## src/rtl/mem_access_stage_pkg.sv

```systemverilog
// Shared types and encodings for the memory access stage.
package mem_stage_pkg;

  localparam int WORD_W = 32;

  typedef enum logic {
    IDLE,
    WAIT_R
  } state_t;

  localparam logic [2:0] F3_B  = 3'b000;
  localparam logic [2:0] F3_H  = 3'b001;
  localparam logic [2:0] F3_W  = 3'b010;
  localparam logic [2:0] F3_BU = 3'b100;
  localparam logic [2:0] F3_HU = 3'b101;

  localparam logic [1:0] RES_ALU = 2'b00;
  localparam logic [1:0] RES_MEM = 2'b01;
  localparam logic [1:0] RES_PC4 = 2'b10;

endpackage

```

## src/rtl/mem_access_stage_if.sv

```systemverilog
// Data-memory request/grant/response port.
interface mem_access_stage_if;
  import mem_stage_pkg::*;

  logic              DReq;
  logic              DWe;
  logic [WORD_W-1:0] DAddr;
  logic [WORD_W-1:0] DWData;
  logic [3:0]        DBe;
  logic              DGnt;
  logic              DRValid;
  logic [WORD_W-1:0] DRData;

  modport master (
    output DReq, DWe, DAddr, DWData, DBe,
    input  DGnt, DRValid, DRData
  );

  modport slave (
    input  DReq, DWe, DAddr, DWData, DBe,
    output DGnt, DRValid, DRData
  );

endinterface

```

## src/rtl/mem_access_stage_load_align.sv

```systemverilog
// Load lane select and sign/zero extension.
module load_align
  import mem_stage_pkg::*;
(
  input  logic [WORD_W-1:0] rdata,
  input  logic [1:0]        addr,
  input  logic [2:0]        funct3,
  output logic [WORD_W-1:0] data
);

  logic [WORD_W-1:0] sh;

  assign sh = rdata >> {addr, 3'b000};

  always_comb begin
    data = rdata;
    unique case (1'b1)
      (funct3 == F3_B):  data = {{24{sh[7]}}, sh[7:0]};
      (funct3 == F3_BU): data = {24'h0, sh[7:0]};
      (funct3 == F3_H):  data = {{16{sh[15]}}, sh[15:0]};
      (funct3 == F3_HU): data = {16'h0, sh[15:0]};
      default:           data = rdata;
    endcase
  end

endmodule

```

## src/rtl/mem_access_stage.sv

```systemverilog
// Memory stage: data-memory access, load extension and M/W register.
module mem_access_stage
  import mem_stage_pkg::*;
#(
  parameter int word_width = 32
) (
  input  logic                  clk,
  input  logic                  reset,
  input  logic                  RegWriteM,
  input  logic                  MemWriteM,
  input  logic [1:0]            ResultSrcM,
  input  logic [2:0]            Funct3M,
  input  logic [word_width-1:0] ALUResultM,
  input  logic [word_width-1:0] WriteDataM,
  input  logic [4:0]            RdM,
  input  logic [word_width-1:0] PCPlus4M,
  mem_access_stage_if.master    dmem,
  output logic                  StallM,
  output logic                  RegWriteW,
  output logic                  MisalignW,
  output logic [1:0]            ResultSrcW,
  output logic [word_width-1:0] ALUResultW,
  output logic [word_width-1:0] ReadDataW,
  output logic [word_width-1:0] PCPlus4W,
  output logic [4:0]            RdW
);

  state_t            state;
  logic              is_load;
  logic              mem_op;
  logic              sz_b;
  logic              sz_h;
  logic              sz_w;
  logic              misalign;
  logic              req;
  logic              done;
  logic [3:0]        be_base;
  logic [WORD_W-1:0] wdata;
  logic [WORD_W-1:0] ext;

  assign is_load = (ResultSrcM == RES_MEM) && !MemWriteM;
  assign mem_op  = MemWriteM || is_load;
  assign sz_b    = Funct3M == F3_B || Funct3M == F3_BU;
  assign sz_h    = Funct3M == F3_H || Funct3M == F3_HU;
  assign sz_w    = !sz_b && !sz_h;

  assign misalign = mem_op &&
    ((sz_h && ALUResultM[0]) ||
     (sz_w && ALUResultM[1:0] != 2'b00));

  assign req  = reset && state == IDLE && mem_op && !misalign;
  assign done = state == WAIT_R && dmem.DRValid;

  always_comb begin
    be_base = 4'b1111;
    wdata   = WriteDataM;
    unique case (1'b1)
      sz_b: begin
        be_base = 4'b0001;
        wdata   = {4{WriteDataM[7:0]}};
      end
      sz_h: begin
        be_base = 4'b0011;
        wdata   = {2{WriteDataM[15:0]}};
      end
      default: begin
        be_base = 4'b1111;
        wdata   = WriteDataM;
      end
    endcase
  end

  // Outputs are gated by reset so an abort clears them immediately.
  assign dmem.DReq   = req;
  assign dmem.DWe    = req && MemWriteM;
  assign dmem.DAddr  = reset ? {ALUResultM[WORD_W-1:2], 2'b00} : '0;
  assign dmem.DWData = reset ? wdata : '0;
  assign dmem.DBe    = (req && MemWriteM) ?
                       be_base << ALUResultM[1:0] : 4'b0000;

  assign StallM = reset &&
    ((req && (!dmem.DGnt || is_load)) ||
     (state == WAIT_R && !dmem.DRValid));

  load_align u_align (
    .rdata  (dmem.DRData),
    .addr   (ALUResultM[1:0]),
    .funct3 (Funct3M),
    .data   (ext)
  );

  always_ff @(posedge clk or negedge reset) begin
    if (!reset) begin
      state      <= IDLE;
      RegWriteW  <= 1'b0;
      MisalignW  <= 1'b0;
      ResultSrcW <= 2'b00;
      ALUResultW <= '0;
      ReadDataW  <= '0;
      PCPlus4W   <= '0;
      RdW        <= '0;
    end else begin
      unique case (state)
        IDLE:
          if (req && dmem.DGnt && is_load) state <= WAIT_R;
        WAIT_R:
          if (dmem.DRValid) state <= IDLE;
        default: state <= IDLE;
      endcase
      if (done) ReadDataW <= ext;
      if (StallM) begin
        RegWriteW <= 1'b0;
        MisalignW <= 1'b0;
      end else begin
        RegWriteW  <= RegWriteM && !misalign;
        MisalignW  <= misalign;
        ResultSrcW <= ResultSrcM;
        ALUResultW <= ALUResultM;
        PCPlus4W   <= PCPlus4M;
        RdW        <= RdM;
      end
    end
  end

endmodule
```

## src/flat_wrapper.sv

```systemverilog
// flat-port wrapper written by rule: the top's interface ports become plain ports
module mem_access_stage_flat import mem_stage_pkg::*;
#(
  parameter int word_width = 32
)
  (clk, reset, RegWriteM, MemWriteM, ResultSrcM, Funct3M, ALUResultM, WriteDataM, RdM, PCPlus4M, StallM, RegWriteW, MisalignW, ResultSrcW, ALUResultW, ReadDataW, PCPlus4W, RdW, dmem_DReq, dmem_DWe, dmem_DAddr, dmem_DWData, dmem_DBe, dmem_DGnt, dmem_DRValid, dmem_DRData);
  mem_access_stage_if dmem_i ();
  input  logic clk;
  input  logic reset;
  input  logic RegWriteM;
  input  logic MemWriteM;
  input  logic [1:0] ResultSrcM;
  input  logic [2:0] Funct3M;
  input  logic [word_width-1:0] ALUResultM;
  input  logic [word_width-1:0] WriteDataM;
  input  logic [4:0] RdM;
  input  logic [word_width-1:0] PCPlus4M;
  output logic StallM;
  output logic RegWriteW;
  output logic MisalignW;
  output logic [1:0] ResultSrcW;
  output logic [word_width-1:0] ALUResultW;
  output logic [word_width-1:0] ReadDataW;
  output logic [word_width-1:0] PCPlus4W;
  output logic [4:0] RdW;
  output wire logic [$bits(dmem_i.DReq)-1:0] dmem_DReq;
  output wire logic [$bits(dmem_i.DWe)-1:0] dmem_DWe;
  output wire logic [$bits(dmem_i.DAddr)-1:0] dmem_DAddr;
  output wire logic [$bits(dmem_i.DWData)-1:0] dmem_DWData;
  output wire logic [$bits(dmem_i.DBe)-1:0] dmem_DBe;
  input wire logic [$bits(dmem_i.DGnt)-1:0] dmem_DGnt;
  input wire logic [$bits(dmem_i.DRValid)-1:0] dmem_DRValid;
  input wire logic [$bits(dmem_i.DRData)-1:0] dmem_DRData;
  assign dmem_DReq = dmem_i.DReq;
  assign dmem_DWe = dmem_i.DWe;
  assign dmem_DAddr = dmem_i.DAddr;
  assign dmem_DWData = dmem_i.DWData;
  assign dmem_DBe = dmem_i.DBe;
  assign dmem_i.DGnt = dmem_DGnt;
  assign dmem_i.DRValid = dmem_DRValid;
  assign dmem_i.DRData = dmem_DRData;
  mem_access_stage #(.word_width(word_width)) u_core (.clk(clk), .reset(reset), .RegWriteM(RegWriteM), .MemWriteM(MemWriteM), .ResultSrcM(ResultSrcM), .Funct3M(Funct3M), .ALUResultM(ALUResultM), .WriteDataM(WriteDataM), .RdM(RdM), .PCPlus4M(PCPlus4M), .dmem(dmem_i), .StallM(StallM), .RegWriteW(RegWriteW), .MisalignW(MisalignW), .ResultSrcW(ResultSrcW), .ALUResultW(ALUResultW), .ReadDataW(ReadDataW), .PCPlus4W(PCPlus4W), .RdW(RdW));
endmodule
```

## config.mk

```make
export PLATFORM = sky130hd
export DESIGN_NAME = mem_access_stage_flat
export DESIGN_NICKNAME = d
export VERILOG_FILES = /design/src/rtl/mem_access_stage_pkg.sv /design/src/rtl/mem_access_stage_if.sv /design/src/rtl/mem_access_stage_load_align.sv /design/src/rtl/mem_access_stage.sv /design/src/flat_wrapper.sv
export SDC_FILE = /design/constraint.sdc
export NUM_CORES = 1
export LEC_CHECK = 0
export BUFFER_PORTS_ARGS = -buffer_cell sky130_fd_sc_hd__buf_2
export CORE_MARGIN = 2
export CORE_UTILIZATION = 49
export DETAILED_ROUTE_END_ITERATION = 16
export PLACE_DENSITY = 0.82
export REMOVE_ABC_BUFFERS = 1
export SYNTH_ARGS = -nofsm -noshare
export SYNTH_HDL_FRONTEND = slang
export SYNTH_HIERARCHICAL = 1
export SYNTH_SLANG_ARGS = --single-unit
```

## constraint.sdc

```tcl
create_clock -name clk -period 2.7 [get_ports clk]
set_clock_uncertainty 0.15 [all_clocks]
set_input_delay 0.54 -clock clk [delete_from_list [all_inputs] [get_ports clk]]
set_output_delay 0.54 -clock clk [all_outputs]
set_load 0.02 [all_outputs]
```

### Word-level counts from Yosys, hierarchy flattened

Index checks and enable logic that the tools add are counted.

* equal/unequal tests: 4
* shifts and indexed selects: 2
* multiplexer cells: 11
* bitwise operators: 1
* reduce and logical (&&, ||, !) cells: 30

Operators by type and width (number)
* $pmux 32 s4: 1
* $mux 32: 2
* $pmux 32 s2: 1
* $shr 32x5->16: 1
* $logic_and 1x1->1: 16
* $pmux 4 s2: 1
* $eq 3x3->1 const B: 2
* $logic_not 1->1: 6
* $logic_or 1x1->1: 6
* $mux 1: 4
* $mux 4: 1
* $shl 4x2->4: 1
* $eq 3x1->1 const B: 1
* $logic_not 3->1: 1
* $eq 2x1->1 const B: 1
* $pmux 1 s2: 1
* $reduce_bool 2->1: 1
* $not 1->1: 1

* flip-flop bits (word level): 106
* bits of input ports: 144
* output and inout port bits: 176
* word-level logic and storage cells: 56

### Longest topological paths before layout

* word-level depth: 13
* gate-level depth with buffers: 8
* mapped depth without buffers: 4

### Cells and area by module

The synthesis kept the hierarchy.

Modules (own cells, without submodules)
* mem_access_stage: times used 1, cells each 802, area each 6857.8 um^2, seq. area each 2652.5 um^2
* load_align: times used 1, cells each 111, area each 715.7 um^2, seq. area each 0.0 um^2

### Least setup slack after synthesis

OpenSTA, ideal clock, no wires.

* path kind: input port to output port
* from: in Funct3M[0]
* to: out dmem_DWData[10]
* data arrival time: 1942 ps
* required time: 2010 ps
* setup slack: 68 ps
* stages: 5
* buffers on the path: 2
* cells stage by stage: buf_1 > or2_2 > clkbuf_1 > nand2_1 > a21boi_0

* cells in the longest elaborated chain, start to end: 4
* elaborated cells between the ends (all ways): 8
* those cells by class: 3 x eq/ne; 2 x mux; 3 x reduce/logical

RTL lines
* start, declared: line flat_wrapper.sv:13 `input logic [2:0] Funct3M;`
* $eq 3x1->1, or another cell as far along: line mem_access_stage.sv:44 `assign sz_h = Funct3M == F3_H || Funct3M == F3_HU;`
* $logic_or 1x1->1 (on tied branches): line mem_access_stage.sv:44, mem_access_stage.sv:43
* $pmux 32 s2 *: line mem_access_stage.sv:57 `unique case (1'b1)`
* $mux 32 *: line mem_access_stage.sv:77 `assign dmem.DWData = reset ? wdata : '0;`
* end, declared: line flat_wrapper.sv:29 `output wire logic [$bits(dmem_i.DWData)-1:0] dmem_DWData;`

Mark *: on every way between the ends. The rest lies on a longest branch, timed or not.

### Final worst setup path

* from: reg u_core.state
* to: out StallM

* cells in the longest elaborated chain, start to end: 7
* elaborated cells between the ends (all ways): 8
* those cells by class: 1 x bitwise; 7 x reduce/logical

RTL lines
* start, declared: line mem_access_stage.sv:28 `state_t state;`
* start signal, assigned: line mem_access_stage.sv:94 `state <= IDLE;`
* start signal, assigned: line mem_access_stage.sv:105 `if (req && dmem.DGnt && is_load) state <= WAIT_R;`
* start signal, assigned: line mem_access_stage.sv:107 `if (dmem.DRValid) state <= IDLE;`
* $not 1->1: line mem_access_stage.sv:51 `assign req = reset && state == IDLE && mem_op && !misalign;`
* $logic_and 1x1->1 (3 in series): line mem_access_stage.sv:51
* $logic_and 1x1->1: line mem_access_stage.sv:82 `((req && (!dmem.DGnt || is_load)) ||`
* $logic_or 1x1->1 *: line mem_access_stage.sv:82
* $logic_and 1x1->1 *: line mem_access_stage.sv:81 `assign StallM = reset &&`
* end, declared: line flat_wrapper.sv:18 `output logic StallM;`

Marks and branches as above.

==> key figures <==
Detailed routing
  • Routed via count divided by cell count: approximately 6.2
  • DRC violation count after routing: 0
  • Antenna violation net count after detailed routing: 0
  • Total Routed Length: 24.3 mm
  • Count of routing violations after the opening detailed-route iteration: around 670
  • Average wire per standard cell: ~18 um
  • First drt pass iteration count: 8
  • Vias after detailed routing: around 8400

STA
  • Least-Margin Pin Slew: around 0.78 ns
  • Hold WS: ~0.031 ns
  • Shortest clock period the worst path allows after layout: approximately 2.6 ns
  • Max frequency: 383 MHz
  • Headroom to the max-slew limit: 47.9%
  • Number of hold violations in the final report: 0
  • Fraction of the cycle the final worst path needs: a little over nine tenths
  • Max Transition Viols Final: 0
  • Final setup vio count: 0
  • RSZ-0062 raised after global routing: false
  • PnR worst setup slack: 0.0920 ns

Global routing
  • Antenna violations before repair: 1
  • Global-route wire length before repair: about 38 mm
  • Total Routing Usage GR: 28.8%
  • Number of global-route vias before repair: about 7600
  • Residual overflow from global routing: 0
  • Largest net degree at the start of global routing: 199

Power
  • Sw Ratio: a little over a third
  • Share of total power in combinational logic: roughly 32%
  • Share of power burned in the clock network: 28.0%
  • Switching Power: 1.69 mW
  • VDD IR max: 0.000298 V
  • Pleak: 4.58 nW
  • Post-route total power: ~4.8 mW
  • Power density over the cells: about 500 mW/mm2
  • Internal Power: ~3.1 mW
  • Sequential group share of total power: between 30 and 40%

Critical path
  • Startpoint of the worst-slack reg-to-reg timing path: u_core/state
  • Critical path data required time: ~2 ns
  • Cell-by-cell trace of the critical path: nor2b_2 -> o21ai_4 -> o31ai_1 -> and2_1 -> buf_2
  • CP max stage delay: roughly 0.46 ns
  • CP Capture Type: output pin
  • Reg2Reg Setup Slack: approximately 0.55 ns
  • Element type at the critical path start: flop
  • Setup crit start: u_core/state
  • Type of the worst setup path: reg -> out
  • Largest fanout on the critical path: 8
  • Worst R2R End: u_core/ALUResultW[26]
  • Critical path arrival: 1.92 ns
  • Cell count of the worst reg-to-reg path: 5
  • Crit path to: StallM
  • Max stage delay cell, worst path: sky130_fd_sc_hd__dfrtp_1

Synth
  • Total of flip-flops plus latches after synthesis: about 110
  • Number of warning messages in the yosys log: 6
  • Yosys top cell area share: a little over a third
  • Post-synth top area cell: sky130_fd_sc_hd__dfrtp_1
  • Summed instance area of the synthesized netlist: between 0.007 and 0.008 mm2
  • Top cells by area in the synthesized netlist: sky130_fd_sc_hd__dfrtp_1 35%, sky130_fd_sc_hd__o311ai_0 8.0%, sky130_fd_sc_hd__or4_1 7.0%
  • Post-synthesis instance total: slightly above 900
  • Number of distinct library cells after synthesis: 47
  • Sequential cell area fraction in the yosys report: around a third
  • Synthesized area divided by synthesized cell count: roughly 8.3 um2

Floorplanning
  • Placement row count: 45
  • Total Die Area: roughly 0.016 mm2
  • Height of the die: about 130 um
  • Effective utilization at floorplan: 50.0%
  • IO Count: 320
  • Placeable core area: roughly 0.015 mm2
  • Width of the chip: roughly 130 um

CTS
  • Post-cts resize count: 1
  • TritonCTS clock tree: yes
  • Total CTS buffers: 9
  • Master cell of the clock root buffer: sky130_fd_sc_hd__clkbuf_16
  • Clk_lat worst skew: about 0.35 ns
  • Buffers inserted by post-CTS timing repair: 0
  • CTS sink cnt: 106
  • H-Tree Level Count: 3
  • Maximum root-to-sink buffer count: 2
  • Clock transition at path regs: 0.07 ns
  • Post-CTS Hold Buffers: 0

Layout
  • Area growth from synthesis to final layout: 26.1%
  • Number of fill cells: 1308
  • Antenna cell count: 0
  • Final layout net count: about 1300
  • Post-layout instance area: 0.00955 mm2
  • Share of final-layout standard cells stronger than drive strength 1: a little over a third
  • Area of all sequential standard cells: about 0.0027 mm2
  • Multi-input combinational cell area: 0.00422 mm2

Flow run
  • Max Cap Viol: 0

Placed design
  • Instance area after placement: 0.00925 mm2
  • Quantity of I/O buffers inserted on ports: ~320
  • Global placement routability congestion: 0.898
  • Setup WS pre-CTS: 0.117 ns
  • Placed wire-length estimate after detailed placement: roughly 17 mm

Outcome
  • Result of the run: finished, final reports clean

Hold path
  • Worst hold path type: in -> async
==> worst min-delay path by stage <==
stage / from / endpoint / depth (start not counted)
CTS: reset / u_core/ResultSrcW[1] / 2
global placement: u_core/ReadDataW[6] / u_core/ReadDataW[6] / 1
floorplan: reset / u_core/ALUResultW[0] / 0
global route: reset / u_core/ALUResultW[15] / 2
detailed placement: u_core/ReadDataW[14] / u_core/ReadDataW[14] / 1
finish: reset / u_core/ALUResultW[15] / 2
==> synth_stat cells (all sizes together) <==
cell type,n
a21oi,3
o211a,1
o21bai,1
nand4,1
mux2,37
o2111ai,1
nand3b,1
clkbuf,87
o311ai,72
o41ai,1
and2,48
a21boi,8
a22oi,4
inv,76
a2bb2oi,2
or2,2
mux4,1
nand3,1
nor2b,13
nor3,1
o22ai,71
o2bb2ai,1
or4,71
nor2,7
a211oi,1
nand2b,2
o211ai,1
o31ai,8
mux2i,21
o21ai,31
o221a,1
buf,19
dfrtp,106
a22o,2
or3b,1
a221oi,6
a31oi,71
conb,1
nand2,131
==> sequential cells by signal (all words and copies together), names as in the netlist <==
| register | flops |
|---|---|
| u_core/RdW | 5 |
| u_core/ReadDataW | 32 |
| u_core/state | 1 |
| u_core/PCPlus4W | 32 |
| u_core/ResultSrcW | 2 |
| u_core/MisalignW | 1 |
| u_core/RegWriteW | 1 |
| u_core/ALUResultW | 32 |
==> stage by stage <==
stage | TNS, ns | utilization (%) | std cells
after detailed placement | 0 | 61.1 | 1343
final | 0 | 63.0 | 1359
after global routing | 0 | 63.0 | 1359
after global placement | 0 | 61.1 | 1343
after CTS | 0 | 63.0 | 1359
after floorplan | -298.76 | - | 808
==> cell type report <==
| cell class | count | share of cell area, % |
|---|---|---|
| clock buffer | 10 | 2.40 |
| clock inverter | 6 | 0.694 |
| inverter | 76 | 2.99 |
| multi-input combinational | 626 | 44.2 |
| sequential | 106 | 27.8 |
| tap | 188 | 2.46 |
| timing repair buffer | 347 | 19.5 |
==> critical path: cells and delay by family, from the launching register on <==
family,cells,cell delay (ns)
AO/OA/AOI/OAI,2,0.52
buffers and inverters,1,0.16
flip-flops,1,0.46
AND/OR/NAND/NOR,2,0.42
==> power groups by stage <==
| stage | sequential [mW] | clock (mW) | combinational, mW |
|---|---|---|---|
| finish | 1.89 | 1.34 | 1.54 |
| global route | 1.91 | 1.44 | 1.68 |
| CTS | 1.89 | 1.37 | 1.54 |
| detailed placement | 1.91 | 0 | 1.54 |
| global placement | 1.91 | 0 | 1.51 |
| floorplan | 2.15 | 0 | 0.605 |
==> logic make-up after synthesis <==
| group | count (synthesis) | share of synthesized area (%) |
|---|---|---|
| buffers and inverters | 182 | 9.90 |
| flip-flops | 106 | 35.0 |
| AO/OA/AOI/OAI | 286 | 26.7 |
| AND/OR/NAND/NOR | 279 | 19.8 |
| other | 1 | 0.0495 |
| multiplexers | 59 | 8.57 |
==> cells in the final DEF (no fill, tap or decap), types with 3 or more instances in the layout <==
cell type,count
sky130_fd_sc_hd__nor2_1,4
sky130_fd_sc_hd__buf_4,27
sky130_fd_sc_hd__o311ai_1,3
sky130_fd_sc_hd__buf_12,3
sky130_fd_sc_hd__nor2b_1,11
sky130_fd_sc_hd__mux2i_1,21
sky130_fd_sc_hd__nand2_1,131
sky130_fd_sc_hd__or4_1,71
sky130_fd_sc_hd__nor2_4,3
sky130_fd_sc_hd__o21ai_0,27
sky130_fd_sc_hd__buf_2,316
sky130_fd_sc_hd__o31ai_1,8
sky130_fd_sc_hd__a22oi_1,4
sky130_fd_sc_hd__inv_1,76
sky130_fd_sc_hd__dfrtp_1,106
sky130_fd_sc_hd__a21boi_0,8
sky130_fd_sc_hd__mux2_2,37
sky130_fd_sc_hd__a221oi_1,5
sky130_fd_sc_hd__a31oi_1,71
sky130_fd_sc_hd__o22ai_1,71
sky130_fd_sc_hd__o21ai_1,3
sky130_fd_sc_hd__clkbuf_16,9
sky130_fd_sc_hd__o311ai_0,69
sky130_fd_sc_hd__and2_1,47
==> per-layer routing <==
layer  wire length [um]  part of all wire (%)  track usage (%)
met4                629                   2.6             11.6
met5                 16                 0.066                0
met3               2440                    10             7.43
met1               9640                    40             36.9
met2              11600                    48             46.6
(Power assumes the default switching activity.)
